===== config.mk =====
export PLATFORM = sky130hd
export DESIGN_NAME = pad_gpio_ctrl
export DESIGN_NICKNAME = d
export VERILOG_FILES = /design/src/rtl/pad_gpio_ctrl.sv
export SDC_FILE = /design/constraint.sdc
export NUM_CORES = 1
export LEC_CHECK = 0
export BUFFER_PORTS_ARGS = -buffer_cell sky130_fd_sc_hd__clkbuf_2
export CAP_MARGIN = 20
export CORE_MARGIN = 2
export CORE_UTILIZATION = 55
export DETAILED_ROUTE_END_ITERATION = 10
export HOLD_SLACK_MARGIN = 0.06
export PLACE_DENSITY = 0.76
export SLEW_MARGIN = 0
export SYNTH_ARGS = -nofsm -noshare
export SYNTH_HDL_FRONTEND = slang
export SYNTH_SLANG_ARGS = --single-unit

===== constraint.sdc =====
create_clock -name HCLK -period 2 [get_ports HCLK]
set_clock_uncertainty 0.1 [all_clocks]
set_input_delay 0.1 -clock HCLK [delete_from_list [all_inputs] [get_ports HCLK]]
set_output_delay 0.1 -clock HCLK [all_outputs]
set_load 0.03 [all_outputs]

===== src/rtl/pad_gpio_ctrl.sv =====
// pad_gpio_ctrl: per-pin pad drive with OE turnaround, debounced input, edge irq and conflict detect
module pad_gpio_ctrl #(
    parameter int WIDTH    = 16,
    parameter int DB_LEN   = 4,
    parameter int TURN_LEN = 2
) (
    input  logic             HCLK,
    input  logic             HRESETn,
    input  logic [WIDTH-1:0] dout_i,
    input  logic [WIDTH-1:0] oe_req_i,
    input  logic [WIDTH-1:0] irq_en_i,
    input  logic             conflict_clr_i,
    input  logic [WIDTH-1:0] pad_in_i,
    output logic [WIDTH-1:0] pad_out_o,
    output logic [WIDTH-1:0] pad_oe_o,
    output logic [WIDTH-1:0] din_o,
    output logic [WIDTH-1:0] rise_o,
    output logic [WIDTH-1:0] fall_o,
    output logic             irq_o,
    output logic [WIDTH-1:0] conflict_o
);
    localparam logic [1:0] ST_IN   = 2'd0;
    localparam logic [1:0] ST_TURN = 2'd1;
    localparam logic [1:0] ST_OUT  = 2'd2;
    localparam logic [2:0] TURN_LAST = 3'(TURN_LEN - 1);
    localparam logic [3:0] DB_LAST   = 4'(DB_LEN - 1);

    logic [WIDTH-1:0] sync_1, sync;

    always_ff @(posedge HCLK or negedge HRESETn) begin
        if (!HRESETn) begin
            pad_out_o <= '0;
            sync_1    <= '0;
            sync      <= '0;
        end else begin
            pad_out_o <= dout_i;
            sync_1    <= pad_in_i;
            sync      <= sync_1;
        end
    end

    assign irq_o = |((rise_o | fall_o) & irq_en_i);

    for (genvar i = 0; i < WIDTH; i++) begin : g_bit
        logic [1:0] st;
        logic [2:0] tcnt;
        logic [3:0] dcnt;
        logic [1:0] stab;
        logic       oe_q, din_q, rise_q, fall_q, cfl_q;
        logic       db_take;

        // accept the new level on the DB_LEN-th consecutive differing sample
        assign db_take = (sync[i] != din_q) && (dcnt == DB_LAST);

        always_ff @(posedge HCLK or negedge HRESETn) begin
            if (!HRESETn) begin
                st     <= ST_IN;
                tcnt   <= '0;
                dcnt   <= '0;
                stab   <= '0;
                oe_q   <= 1'b0;
                din_q  <= 1'b0;
                rise_q <= 1'b0;
                fall_q <= 1'b0;
                cfl_q  <= 1'b0;
            end else begin
                if (!oe_req_i[i]) begin
                    st <= ST_IN;
                end else if (st == ST_IN) begin
                    st   <= ST_TURN;
                    tcnt <= '0;
                end else if (st == ST_TURN) begin
                    if (tcnt == TURN_LAST) st <= ST_OUT;
                    else tcnt <= tcnt + 3'd1;
                end
                oe_q   <= (st == ST_OUT);
                dcnt   <= (sync[i] == din_q || db_take) ? 4'd0 : dcnt + 4'd1;
                din_q  <= db_take ? sync[i] : din_q;
                rise_q <= db_take & sync[i];
                fall_q <= db_take & ~sync[i];
                stab   <= (st == ST_OUT && dout_i[i] == pad_out_o[i]) ? ((stab == 2'd3) ? 2'd3 : stab + 2'd1) : 2'd0;
                cfl_q  <= (stab == 2'd3 && sync[i] != pad_out_o[i]) | (cfl_q & ~conflict_clr_i);
            end
        end

        assign pad_oe_o[i]   = oe_q;
        assign din_o[i]      = din_q;
        assign rise_o[i]     = rise_q;
        assign fall_o[i]     = fall_q;
        assign conflict_o[i] = cfl_q;
    end
endmodule


==> results.toml, run 1 <==
[finish]
area_growth_pct = 18.6
utilization = 0.660
fin_nets = 1469
n_antenna_cell = 0
drive_gt1_frac = 0.184

[placement]
place.gp.congestion = 0.754
numPortBuffers = 163
hpwl_um = 16500

[synth]
synth_area_mm2 = 0.0130
syn_nets = 1285
syn_inst = 1170
ys.flop_type = "dfrtp_1"
ys_seq_area_frac = 0.586
synth_edf_count = 0
synth_most_common_cell = "dfrtp_1"
yosys.cell_types.count = 34
synth_top_area_frac = 0.586
syn_avg_cell_area_um2 = 11.1
ys_warn_count = 0
synth-seq-cells = 304
synth_top_area_cell = "dfrtp_1"
ys_top_cells_by_count = "dfrtp_1, nor2_1, nand2_1"
async_flop_share = 1.00
synth_area_leaders = "dfrtp_1, buf_4, ha_1, o21ai_0, nor2_1"

[grt]
grt_max_degree = 62
grtUsageMet1 = 0.259
grt_use_met3 = 0.0405
grt_util_all_layers = 0.201
top_usage_layer = "met2"
grt_use_met2 = 0.346
grt_pass1_wl_um = 40600
grt_overflow = 0
grt_pass1_vias = 8589
antenna_found_initial = 0

[power]
internal-power_w = 0.0131
switchingPower_w = 0.00633
power_density_mw_per_mm2 = 1260
p_seq_frac = 0.447
combPwrFrac = 0.248
peakVddDrop_v = 0.000755
clkPwrFrac = 0.305
leakagePower_nw = 7.41
swShare = 0.326

[hold_path]
min_to = "sync_1[0]"
min_path_cells = 2
holdCritStartpoint = "pad_in_i[0]"
worst_hold_path_type = "primary input to flip-flop"

[die]
coreArea_mm2 = 0.0233
die_y_um = 158
io_pins = 164
die_x_um = 158
dieArea_mm2 = 0.0249
initial_core_util = 0.557
rows = 56

[clock_tree]
cts_buffers = 31
cts.clk_slew.worst_paths_ns = 0.06
cts_sinks = 304
cts.path.max_buffers = 3
tritoncts = "built"
cts-htree-levels = 1
clock_latency_ns = 0.56
root_buffer = "clkbuf_16"

[sta]
finalCriticalPeriod_ns = 2.24
worst_slack_ns = -0.241
slew_headroom = 0.606
clock.fmax_mhz = 446
drv_slew = 0
fin_crit_sh = 1.12
tns_ns = -0.241
worst_pin_slew_ns = 0.591
rsz0062_at_grt = "yes"
setup_violations = 1
hold_viol = 0

[critical_path]
crit_path_end_kind = "primary output"
cp.arrival_ns = 2.04
worstPathCellList = "o21ai_1 > nand4_1 > or4_4 > buf_8"
slowest_delay_ns = 0.57
path_class = "flip-flop to primary output"
r2r-end = "g_bit[13].tcnt[1]"
cp-start-kind = "flip-flop"
regToRegSetupSlack_ns = 0.38
critPathRequiredTime_ns = 1.80
rr_worst_depth = 6
cpMaxStageDelayCell = "or4_4"
worstPathMaxFanout = 2
reg2reg_from = "g_bit[13].tcnt[1]"

[drt]
drt-total-wl_um = 24700
wl_per_cell_um = 14.6
postRouteAntennaNets = 0
vias = 8611
avgViaCountPerCell = 5.07
drt_iter0_drc = 395
drc = 0
dr.pass1.iters = 4

[outcome]
status = "finished, violations left"
violations = "setup timing"

[flow_run]
maxCapViolCount = 0
-- worst max path at each step --
stage                                 from  slack (ns)  endpoint  cells after the start
after floorplan            g_bit[3].fall_q        0.54     irq_o                      3
after global placement    g_bit[14].fall_q        0.25     irq_o                      4
after detailed placement  g_bit[14].fall_q        0.26     irq_o                      4
after CTS                 g_bit[15].fall_q       -0.28     irq_o                      4
after global routing       g_bit[2].rise_q       -0.27     irq_o                      4
final                      g_bit[2].rise_q       -0.24     irq_o                      4
-- kinds of logic after synthesis --
family / count (synthesis) / synth area share
compound gates: 184 / 0.0824
xor+xnor: 80 / 0.0539
fa+ha+maj: 48 / 0.0462
buf+inv: 157 / 0.0685
flops: 304 / 0.586
mux: 16 / 0.0150
simple gates: 381 / 0.148
-- power groups by stage --
| stage | clock network (W) | registers [W] | logic [W] |
|---|---|---|---|
| after global placement | 0 | 0.00867 | 0.00449 |
| final | 0.00592 | 0.00868 | 0.00482 |
| after detailed placement | 0 | 0.00876 | 0.00468 |
| after floorplan | 0 | 0.00850 | 0.00385 |
| after global routing | 0.00628 | 0.00890 | 0.00549 |
| after CTS | 0.00607 | 0.00867 | 0.00484 |
-- through the flow --
| stage | std cells | hold WS, ns | area, µm² | power, W | setup WS, ns |
|---|---|---|---|---|---|
| 2_1_floorplan | 1170 | -0.296 | 13000 | 0.0123 | 0.541 |
| 3_3_place_gp | 1581 | -0.0136 | 13700 | 0.0132 | 0.246 |
| 3_5_place_dp | 1581 | -0.0214 | 13700 | 0.0134 | 0.256 |
| 4_1_cts | 1696 | 0.0627 | 15400 | 0.0196 | -0.278 |
| 5_1_grt | 1697 | 0.0885 | 15400 | 0.0207 | -0.272 |
| 6_report | 1697 | 0.0971 | 15400 | 0.0194 | -0.241 |
-- cell usage in the layout, fill, tap and decap left out, drive strengths merged --
| cell | n |
|---|---|
| a21oi | 40 |
| o21ai | 92 |
| xnor2 | 32 |
| dfrtp | 304 |
| nor3 | 4 |
| a22o | 28 |
| nand2 | 96 |
| and3 | 16 |
| clkbuf | 210 |
| nor2b | 36 |
| nor4b | 8 |
| inv | 78 |
| dlygate4sd3 | 58 |
| bufinv | 2 |
| or2 | 12 |
| xor2 | 48 |
| ha | 48 |
| nor3b | 32 |
| mux2 | 16 |
| nor2 | 112 |
| nor4 | 4 |
| nand3 | 32 |
| nand2b | 16 |
| o21a | 4 |
| and2 | 4 |
| nand4 | 4 |
| o41ai | 4 |
| a31oi | 12 |
| or3b | 4 |
| buf | 13 |
| or4 | 1 |
| o22ai | 4 |
| clkinv | 4 |
-- sequential cells by signal, summed over array words and instances (netlist names), 32 cells and up --
| register | flops |
|---|---|
| g_bit.st | 32 |
| g_bit.tcnt | 48 |
| g_bit.stab | 32 |
| g_bit.dcnt | 64 |
-- final cells by class --
| cell class | count | area (µm²) |
|---|---|---|
| fillers | 1782 | 7930 |
| flip-flops and latches | 304 | 7610 |
| multi-input cells | 709 | 4500 |
| repair buffers | 232 | 1540 |
| clock buffers | 49 | 963 |
| well taps | 319 | 399 |
| inverters | 76 | 285 |
| clock inverters | 8 | 113 |
-- critical path: cells and delay by family, from the launching register on --
| family | cells | cell delay (ns) |
|---|---|---|
| DFF | 1 | 0.39 |
| and+or+nand+nor | 2 | 0.78 |
| buffers and inverters | 1 | 0.16 |
| AOI/OAI and AO/OA | 1 | 0.16 |
-- layer usage --
layer / part of all wire / wire (µm)
met3: 0.048 / 1180
met2: 0.49 / 12100
met1: 0.44 / 10800
met4: 0.027 / 675
met5: 0 / 0
-- what timing repair did --
action	CTS	global route
setup endpoints to repair	1	1
endpoints found under the hold margin	448	0
buffers inserted	0	1
hold buffers	58	0
pin swaps	3	4
gates cloned	0	0
gates resized for setup	5	7
(Power assumes the default switching activity.)
==> run 2: changes to the inputs <==
- CTS_BUF_LIST: unset -> sky130_fd_sc_hd__clkbuf_8
- clock period: 2 -> 2.2 ns (I/O delays scaled with it)
==> run 2 against run 1 <==
- the run still ends with setup timing left
- worst hold slack about the same
- setup slack better by 0.23 ns
- clock-buffer cell count up 11
- critical path depth unchanged
- critical path type unchanged
- critical endpoint unchanged
- largest power group unchanged
- highest routed layer unchanged
==> results.toml, run 2 (same netlist as run 1, synthesis figures left out) <==
[grt]
grt_pass1_wl_um = 39600
grt_overflow = 0
grt_util_all_layers = 0.198
grt_max_degree = 70
antenna_found_initial = 0
grt_pass1_vias = 8582

[finish]
multi_input_area_mm2 = 0.00451
area_growth_pct = 17.7
seqCellArea_mm2 = 0.00761
final_cell_mix = "dfrtp_1, clkbuf_2, nor2_1, nand2_1, inv_1"
n_antenna_cell = 0
fin_nets = 1479
final_common_cell = "dfrtp_1"
utilization = 0.655
n_fill_cell = 1771
regMostFlops = "g_bit.dcnt"
largest_register_ffs = 64
reg_top3 = "g_bit.dcnt: 64 flops, g_bit.tcnt: 48 flops"
drive_gt1_frac = 0.196

[power]
internal-power_w = 0.0115
report.power.total_w = 0.0172
clkPwrFrac = 0.288
swShare = 0.332
p_seq_frac = 0.460
power_density_mw_per_mm2 = 1120
switchingPower_w = 0.00570
peakVddDrop_v = 0.000654
leakagePower_nw = 7.43
combPwrFrac = 0.252

[sta]
worst_slack_ns = -0.0105
fin_crit_sh = 1.00
finalCriticalPeriod_ns = 2.21
rsz0062_at_grt = "yes"
clock.fmax_mhz = 452
drv_slew = 0
setup_violations = 1
whs_ns = 0.0974
slew_headroom = 0.600
worst_pin_slew_ns = 0.601
tns_ns = -0.0105
hold_viol = 0

[outcome]
violations = "setup timing"
status = "finished, violations left"

[critical_path]
cp.arrival_ns = 2.00
critPathRequiredTime_ns = 1.99
regToRegSetupSlack_ns = 0.59
path_class = "flip-flop to primary output"
rr_worst_depth = 6
r2r-end = "g_bit[8].tcnt[1]"
worstPathMaxFanout = 2
cp-start-kind = "flip-flop"
crit_path_end_kind = "primary output"
reg2reg_from = "g_bit[8].tcnt[1]"

[drt]
drt-total-wl_um = 24100
drc = 0
wl_per_cell_um = 14.0
avgViaCountPerCell = 5.02
drt_iter0_drc = 432
vias = 8631
postRouteAntennaNets = 0
dr.pass1.iters = 6

[die]
die_x_um = 158
dieArea_mm2 = 0.0249
io_pins = 164
coreArea_mm2 = 0.0233
initial_core_util = 0.557
rows = 56
die_y_um = 158

[hold_path]
min_to = "sync_1[0]"
min_path_cells = 2
holdCritStartpoint = "pad_in_i[0]"
worst_hold_path_type = "primary input to flip-flop"

[placement]
numPortBuffers = 163
dpl_worst_slack_ns = 0.415
hpwl_um = 16200
place.gp.congestion = 0.778

[clock_tree]
cts_sinks = 304
cts.clk_slew.worst_paths_ns = 0.07
clock_latency_ns = 0.56
cts_buffers = 50
tritoncts = "built"
root_buffer = "clkbuf_8"
cts.path.max_buffers = 3
cts-htree-levels = 2

[flow_run]
maxCapViolCount = 0
[run 2: cell count changes in the layout (fill, tap and decap cells not counted), sizes merged]
cell | previous run | this run
clkinvlp | 0 | 2
dlygate4sd3 | 58 | 51
inv | 78 | 93
clkinv | 4 | 5
bufinv | 2 | 3
clkbuf | 210 | 221
buf | 13 | 11
[run 2: worst max-delay path, stage by stage (launching register included)]
cell	delay [ns]
dfrtp_1	0.40
o21ai_2	0.17
nand4_1	0.19
or4_4	0.53
buf_8	0.16
[run 2: power groups by stage]
stage | clock, W | combinational [W] | sequential [W]
after CTS | 0.00510 | 0.00438 | 0.00789
after global routing | 0.00537 | 0.00495 | 0.00808
after global placement | 0 | 0.00407 | 0.00789
after floorplan | 0 | 0.00350 | 0.00772
after detailed placement | 0 | 0.00424 | 0.00796
final | 0.00495 | 0.00433 | 0.00789
[run 2: through the flow]
step | cell area [µm²] | cells
6_report | 15300 | 1718
5_1_grt | 15300 | 1718
4_1_cts | 15300 | 1718
3_5_place_dp | 13700 | 1579
3_3_place_gp | 13700 | 1579
2_1_floorplan | 13000 | 1170
[run 2: metal layers]
layer / share of wire / global-route usage / up-vias
met4: 0.029 / 0.0775 / 0
met2: 0.49 / 0.331 / 171
met1: 0.44 / 0.250 / 4162
met5: 0 / 0 / -
met3: 0.049 / 0.0468 / 58
li1: - / - / 4240
[run 2: final cells by class]
class / instances / share of cell area
clock buffer: 60 / 0.0540
clock inverter: 27 / 0.0127
inverter: 76 / 0.0187
multi-input combinational: 709 / 0.295
sequential: 304 / 0.498
tap: 319 / 0.0261
timing repair buffer: 223 / 0.0958
[run 2: worst max-delay path by stage]
stage                      from    end  slack [ns]  depth (start not counted)
2_1_floorplan   g_bit[3].fall_q  irq_o        0.73                          3
3_3_place_gp   g_bit[14].fall_q  irq_o        0.42                          4
3_5_place_dp   g_bit[14].fall_q  irq_o        0.42                          4
4_1_cts        g_bit[15].rise_q  irq_o       -0.06                          4
5_1_grt        g_bit[11].rise_q  irq_o        -0.1                          4
6_report       g_bit[11].rise_q  irq_o       -0.01                          4
[run 2: what timing repair did]
action,CTS,global route
pin swaps,4,6
resized for setup,10,4
endpoints found under the setup margin,1,1
setup buffers,1,0
hold endpoints to repair,448,0
hold buffers,51,0
==> run 3: changes to the inputs <==
- CORE_UTILIZATION: 55 -> 50
- PLACE_DENSITY: 0.76 -> 0.7
==> run 3 against run 2 <==
- the run still ends with setup timing left
- power grew 2.4%
- core utilization down 4.6 points
- worst hold slack better by 0.010 ns
- register-to-register slack barely moved
- flip-flop and latch count unchanged
- sequential share of layout area shrank 0.44 points
- critical path depth did not move
- highest routed layer is now met5
==> results.toml, run 3 (same netlist as run 1, synthesis figures left out) <==
[outcome]
status = "finished, violations left"
violations = "setup timing"

[sta]
hold_viol = 0
clock.fmax_mhz = 450
slew_headroom = 0.583
worst_slack_ns = -0.0246
finalCriticalPeriod_ns = 2.22
setup_violations = 1
rsz0062_at_grt = "yes"
fin_crit_sh = 1.01
drv_slew = 0
worst_pin_slew_ns = 0.625

[power]
leakagePower_nw = 7.49
switchingPower_w = 0.00572
clkPwrFrac = 0.306
report.power.total_w = 0.0176
internal-power_w = 0.0119
p_seq_frac = 0.448
power_density_mw_per_mm2 = 1140
swShare = 0.325
peakVddDrop_v = 0.000728
combPwrFrac = 0.246

[drt]
avgViaCountPerCell = 4.96
dr.pass1.iters = 4
drc = 0
drt-total-wl_um = 23700
postRouteAntennaNets = 0
drt_iter0_drc = 312
wl_per_cell_um = 13.6
vias = 8607

[finish]
utilization = 0.609
regMostFlops = "g_bit.dcnt"
fin_nets = 1481
reg_top3 = "g_bit.dcnt: 64 flops, g_bit.tcnt: 48 flops"
drive_gt1_frac = 0.202
n_antenna_cell = 0
largest_register_ffs = 64
final_common_cell = "dfrtp_1"
area_growth_pct = 18.7
final_cell_mix = "dfrtp_1, clkbuf_2, nor2_1, nand2_1, inv_1"

[clock_tree]
root_buffer = "clkbuf_8"
cts.clk_slew.worst_paths_ns = 0.06
cts_sinks = 304
cts_buffers = 49
cts.path.max_buffers = 3
clock_latency_ns = 0.55
cts-htree-levels = 2
tritoncts = "built"

[hold_path]
worst_hold_path_type = "primary input to flip-flop"

[critical_path]
critPathRequiredTime_ns = 1.99
path_buf_inv = 1
cp.arrival_ns = 2.01
path_class = "flip-flop to primary output"
crit_path_end_kind = "primary output"
worstPathMaxFanout = 2
cpLargestDelayFamily = "simple AND/OR/NAND/NOR gates"
cpMaxStageDelayCell = "or4_4"
slowest_delay_ns = 0.58
cp-start-kind = "flip-flop"
worstPathCellList = "o21ai_1 > nand4_1 > or4_4 > buf_8"

[grt]
grt_util_all_layers = 0.178
grt_pass1_wl_um = 39400
grt_overflow = 0
antenna_found_initial = 2
grt_max_degree = 70
grt_pass1_vias = 8304

[placement]
numPortBuffers = 163
place.gp.congestion = 0.781
hpwl_um = 16400
dpl_worst_slack_ns = 0.460

[die]
rows = 58
die_x_um = 165
die_y_um = 165
io_pins = 164
dieArea_mm2 = 0.0273
coreArea_mm2 = 0.0253
initial_core_util = 0.513

[flow_run]
maxCapViolCount = 0
run 3: cell count changes in the layout (fill, tap and decap cells not counted), sizes merged:
cell and change:
buf +3, bufinv +1, clkbuf +8, clkinv +1, clkinvlp -1, inv -5
run 3: layout make-up:
type                       count  area (µm²)
sequential                   304        7610
multi-input combinational    709        4510
timing repair buffer         226        1470
inverter                      76         285
clock buffer                  68         936
clock inverter                23         203
fill                        2052        9900
tap                          330         413
run 3: path summary, 6_finish.rpt:
| kind | cells after the start | startpoint | slack, ns | end |
|---|---|---|---|---|
| max reg2reg | 6 | g_bit[5].tcnt[1] | 0.60 | g_bit[5].tcnt[1] |
| min in group asynchronous | 3 | HRESETn | 0.52 | g_bit[2].tcnt[2] |
| min reg2reg | 0 | sync_1[13] | 0.25 | sync[13] |
| max in group asynchronous | 4 | HRESETn | 0.72 | g_bit[7].tcnt[1] |
| min | 2 | pad_in_i[6] | 0.11 | sync_1[6] |
| max | 4 | g_bit[14].rise_q | -0.02 | irq_o |
run 3: power groups by stage:
stage	sequential (W)	clock, W	combinational, W
after floorplan	0.00772	0	0.00350
after global placement	0.00790	0	0.00410
after detailed placement	0.00796	0	0.00425
after CTS	0.00788	0.00554	0.00437
after global routing	0.00809	0.00583	0.00493
final	0.00788	0.00539	0.00433
run 3: timing repair:
item	in CTS	in global routing
hold endpoints to repair	448	0
hold buffers	51	0
resized for setup	8	5
setup endpoints to repair	1	1
buffers inserted	0	1
pin swaps	4	4
run 3: per-layer routing:
metal	wire length [µm]	track usage	vias to the layer above
met5	13	0	-
li1	-	-	4237
met2	11100	0.285	166
met1	10700	0.240	4166
met4	444	0.0510	2
met3	1410	0.0490	36
run 3: stage by stage:
| step | std cells | setup TNS [ns] | instance area [µm²] | hold slack [ns] |
|---|---|---|---|---|
| floorplan | 1170 | 0 | 13000 | -0.286 |
| global placement | 1593 | 0 | 13700 | 0.00731 |
| detailed placement | 1593 | 0 | 13700 | 0.00314 |
| CTS | 1735 | -0.0762 | 15400 | 0.0633 |
| global route | 1736 | -0.100 | 15400 | 0.0741 |
| finish | 1736 | -0.0246 | 15400 | 0.108 |
